**src/rtl/arm_defs_pkg.sv**
```systemverilog
// Shared EXE-stage definitions: datapath width, multiplier FSM encoding and
// the multiply opcode values the decoder uses to drive start/mla.
package arm_defs;

   localparam int WIDTH = 32;

   typedef enum logic [1:0] {
      IDLE = 2'd0,
      RUN  = 2'd1,
      DONE = 2'd2
   } mul_state_e;

   // Multiply-class opcode field: the A bit selects accumulate.
   localparam logic [3:0] OPC_MUL = 4'b0000;
   localparam logic [3:0] OPC_MLA = 4'b0001;

endpackage

```
**src/rtl/exe_mul_unit_step.sv**
```systemverilog
// One shift-add iteration: adds the multiplicand, shifted by k, for every set
// bit k of the multiplier slice retired this cycle.
module mul_step #(
   parameter int WIDTH          = 32,
   parameter int BITS_PER_CYCLE = 2
) (
   input  logic [WIDTH-1:0]          partial,
   input  logic [WIDTH-1:0]          multiplicand,
   input  logic [BITS_PER_CYCLE-1:0] multiplier_bits,
   output logic [WIDTH-1:0]          sum
);
   import arm_defs::*;

   always_comb begin
      sum = partial;
      for (int k = 0; k < BITS_PER_CYCLE; k++) begin
         if (multiplier_bits[k]) begin
            sum = sum + (multiplicand << k);
         end
      end
   end

endmodule

```
**src/rtl/exe_mul_unit.sv**
```systemverilog
// Iterative shift-add MUL/MLA unit for the EXE stage: retires BITS_PER_CYCLE
// multiplier bits per cycle and stalls the pipeline through busy meanwhile.
module exe_mul_unit #(
   parameter int WIDTH          = arm_defs::WIDTH,
   parameter int BITS_PER_CYCLE = 2
) (
   input  logic             clk,
   input  logic             rst,
   input  logic             start,
   input  logic             flush,
   input  logic             mla,
   input  logic             s_bit,
   input  logic [WIDTH-1:0] op_a,
   input  logic [WIDTH-1:0] op_b,
   input  logic [WIDTH-1:0] acc_in,
   output logic             busy,
   output logic             done,
   output logic [WIDTH-1:0] result,
   output logic             flag_n,
   output logic             flag_z,
   output logic             flags_we
);
   import arm_defs::*;

   localparam int STEPS = WIDTH / BITS_PER_CYCLE;
   localparam int CNT_W = (STEPS > 1) ? $clog2(STEPS) : 1;

   mul_state_e       state, state_nxt;
   logic [CNT_W-1:0] count;
   logic [WIDTH-1:0] mcand;
   logic [WIDTH-1:0] mplier;
   logic [WIDTH-1:0] partial;
   logic [WIDTH-1:0] step_sum;
   logic             s_bit_q;
   logic             start_ok;

   // flush always beats a simultaneous start
   assign start_ok = start & ~flush;

   mul_step #(
      .WIDTH          (WIDTH),
      .BITS_PER_CYCLE (BITS_PER_CYCLE)
   ) u_step (
      .partial         (partial),
      .multiplicand    (mcand),
      .multiplier_bits (mplier[BITS_PER_CYCLE-1:0]),
      .sum             (step_sum)
   );

   always_ff @(posedge clk) begin
      if (rst) begin
         state <= IDLE;
      end else begin
         state <= state_nxt;
      end
   end

   always_comb begin
      state_nxt = state;
      case (state)
         IDLE: begin
            if (start_ok) state_nxt = RUN;
         end
         RUN: begin
            if (flush)              state_nxt = IDLE;
            else if (count == '0)   state_nxt = DONE;
         end
         DONE:    state_nxt = IDLE;
         default: state_nxt = IDLE;
      endcase
   end

   // done in DONE is already committed, so flush there cannot suppress it
   always_comb begin
      busy     = ((state == IDLE) & start_ok) | (state == RUN);
      done     = (state == DONE);
      flags_we = (state == DONE) & s_bit_q;
   end

   always_ff @(posedge clk) begin
      if (rst) begin
         count   <= '0;
         mcand   <= '0;
         mplier  <= '0;
         partial <= '0;
         s_bit_q <= 1'b0;
         result  <= '0;
         flag_n  <= 1'b0;
         flag_z  <= 1'b0;
      end else begin
         case (state)
            IDLE: begin
               if (start_ok) begin
                  mcand   <= op_a;
                  mplier  <= op_b;
                  partial <= mla ? acc_in : '0;
                  s_bit_q <= s_bit;
                  count   <= CNT_W'(STEPS - 1);
               end
            end
            RUN: begin
               if (!flush) begin
                  partial <= step_sum;
                  mcand   <= mcand << BITS_PER_CYCLE;
                  mplier  <= mplier >> BITS_PER_CYCLE;
                  if (count != '0) begin
                     count <= count - CNT_W'(1);
                  end else begin
                     result <= step_sum;
                     flag_n <= step_sum[WIDTH-1];
                     flag_z <= (step_sum == '0);
                  end
               end
            end
            default: ;
         endcase
      end
   end

endmodule
```
**config.mk**
```make
export PLATFORM = sky130hd
export DESIGN_NAME = exe_mul_unit
export DESIGN_NICKNAME = d
export VERILOG_FILES = /design/src/rtl/arm_defs_pkg.sv /design/src/rtl/exe_mul_unit_step.sv /design/src/rtl/exe_mul_unit.sv
export SDC_FILE = /design/constraint.sdc
export NUM_CORES = 1
export LEC_CHECK = 0
export ABC_CLOCK_PERIOD_IN_PS = 15700
export BUFFER_PORTS_ARGS = -buffer_cell sky130_fd_sc_hd__buf_2
export CAP_MARGIN = 40
export CORE_ASPECT_RATIO = 1.75
export CORE_MARGIN = 3
export CORE_UTILIZATION = 62
export DETAILED_ROUTE_END_ITERATION = 16
export HOLD_SLACK_MARGIN = 0.03
export PLACE_DENSITY = 0.95
export SYNTH_ARGS = -nofsm -noshare
export SYNTH_HDL_FRONTEND = slang
export SYNTH_HIERARCHICAL = 1
export SYNTH_SLANG_ARGS = --single-unit
```
**constraint.sdc**
```tcl
create_clock -name clk -period 15.7 [get_ports clk]
set_input_delay 1.57 -clock clk [delete_from_list [all_inputs] [get_ports clk]]
set_output_delay 1.57 -clock clk [all_outputs]
set_load 0.1 [all_outputs]
```
==> impl_metrics.toml <==
[run_status]
status = "finished clean"

[synth]
syn_area_per_cell_sq_um = 7.90
yosysTopAreaCell = "dfxtp_1"
synth_area_sq_um = 9940
synth_top_family_by_area = "compound AO/OA/AOI/OAI gates"
synthAdderAreaFrac_pct = 8.83
yosys_most_used_dff = "dfxtp_1"
async_flop_share_pct = 0
synth_enable_flop_cells = 0
synth_xor_area_share_pct = 5.20
yosysWarnings = 6
yosys.area.top_type_share_pct = 27.4
netlist_instances = 1259
synthMuxAreaShare_pct = 5.85
synth-seq-cells = 136
synth.net_count = 1430
synth-simple-area-share_pct = 17.3
synth_compound_gate_area_share_pct = 30.1
synthTopCellsByArea = "dfxtp_1, a21oi_1, ha_1"
yosysSeqAreaShare_pct = 27.4
synthDistinctLibCells = 73

[global_routing]
use_met2_pct = 60.1
met3_usage_pct = 8.50
grt_pass1_wl_um = 51400
grt_usage_pct = 36.0
antenna_found_initial = 0
grt_max_degree = 78
overflow = 0
grt_pass1_vias = 10800
busiest_layer = "met2"
use_met1_pct = 38.3

[route]
wirelength_um = 32100
detail_route.iter0.violations = 931
drc_errors = 0
via_count = 10700
wl_per_cell_um = 21.0
first_pass_iters = 8
vias_per_cell = 7.01
ant_nets = 0

[clocking]
hold_buffers = 0
clkSinkCount = 136
cts_buffers = 17
cts.clk_slew.worst_paths_ps = 70
clockBufferDepth = 2
cts_tree = "done"
h-tree-depth = 4
cts_root_buffer = "clkbuf_16"
post_cts_resize_count = 0
clk_latency_ps = 430
postCtsSetupBuffers = 0

[floorplanning]
coreArea_sq_um = 15500
ioPinCount = 139
rows = 60
die_y_um = 174
die_w_um = 102
dieArea_sq_um = 17700
start_util_pct = 64.0

[timing]
whs_ps = 473
clock_skew_ps = 11.5
rsz0062_at_grt = "false"
hold_viol = 0
timing.fmax_mhz = 176
finalMaxSlewViolations = 0
fin_tns_setup_ps = 0
worst_slew_pin_slew_ps = 811
slew_headroom_pct = 45.9
finalSetupViolations = 0
min_period_over_period_pct = 36.2
min_period_ps = 5680

[setup_path]
crit_required_ps = 16080
crit_path_start_kind = "register"
worst_ep_arrival_time_ps = 6060
cp_max_fo = 8
endpoint_kind = "register"
crit_type = "reg2reg"

[layout]
multiInputGateArea_sq_um = 6720
areaGrowthSynthToFinish_pct = 12.4
antenna_cells = 0
layout.nets = 1499
final_core_util_pct = 71.9
fin_area_sq_um = 11200
drive_gt1_share_pct = 19.5
final_cell_mix = "nand2_1, a21oi_1, buf_2"
seq_area_sq_um = 2720
nFillCells = 1228
finalNonFillerCells = 1527

[run]
maxCapViolCount = 0

[power]
p_per_area_nw_per_um2 = 98.2
p_leak_nw = 4.59
peakVddDrop_v = 0.0000653

[place]
io_buffers = 138
dp.cells = 1495
dpl_cell_area_sq_um = 10600
dp_hpwl_um = 22100
routabilityCongestion = 0.975

[min_path]
min_path_type = "reg2reg"
cell usage after synthesis, types with 6 or more instances:
library cell / instances
nand4_1: 10
buf_4: 7
o21ai_0: 45
a31oi_1: 6
mux2_2: 49
a311oi_1: 94
buf_2: 41
a21oi_1: 190
o21bai_1: 11
a21o_1: 24
xnor2_1: 41
nand3_1: 70
ha_1: 67
clkbuf_1: 48
a211oi_1: 9
nor4_1: 11
inv_1: 16
nor2b_1: 7
nand2_1: 190
xor2_1: 18
o21a_1: 8
nor2_1: 40
dfxtp_1: 136
o21ai_1: 21
state kept, by name, indices dropped and copies added (netlist names):
name	cells
mcand	32
mplier	32
partial	32
result	31
count	4
state	2
flag_n	1
flag_z	1
s_bit_q	1
through the flow:
| step | total power [mW] | worst slack [ps] |
|---|---|---|
| CTS | 1.09 | 10090 |
| global route | 1.14 | 9750 |
| global placement | 0.678 | 10420 |
| detailed placement | 0.688 | 10280 |
| finish | 1.10 | 10020 |
| floorplan | 0.609 | 10700 |
where the power goes:
group	total, mW	switching [mW]	internal, mW	leakage (nW)
registers	0.387	0.0214	0.366	1.12
logic	0.308	0.193	0.116	3.19
clock network	0.402	0.190	0.212	0.286
total	1.10	0.404	0.694	4.59
kinds of logic after synthesis:
kind of cell / Yosys count
compound gates: 455
xor+xnor: 59
mux: 52
fa+ha+maj: 69
simple gates: 370
flops: 136
buf+inv: 118
critical path: stages, from the launching register on:
cell and delay, ps:
dfxtp_1 340, ha_1 230, fa_1 440, a21o_1 190, a21oi_2 220, o211ai_2 190, a31oi_4 270, o21ai_1 180
a211oi_2 410, o31ai_1 150, xor2_1 180, mux2_2 290, ha_1 440, nand4_1 220, or3_1 400, o22ai_2 160
mux2i_1 100, nor4_2 320, xnor2_1 170, xnor2_1 130, nor4_1 230, and4_1 220, a32o_1 140
final cells by class:
type / count / share of cell area, %
multi-input combinational: 1005 / 60.2
inverter: 16 / 0.537
timing repair buffer: 152 / 7.68
tap: 186 / 2.08
sequential: 136 / 24.4
clock inverter: 15 / 1.35
clock buffer: 17 / 3.81
worst paths after layout:
kind         startpoint         end  slack, ps  depth (start not counted)
max            mcand[0]      flag_z      10020                         22
max reg2reg    mcand[0]      flag_z      10020                         22
min          result[12]  result[12]        470                          2
min reg2reg  result[12]  result[12]        470                          2
per-layer routing:
layer / routed length (um) / part of all wire [%]
met3: 2640 / 8.2
met5: 0 / 0
met4: 2530 / 7.9
met2: 15800 / 49
met1: 11100 / 35
(Power assumes the default switching activity.)
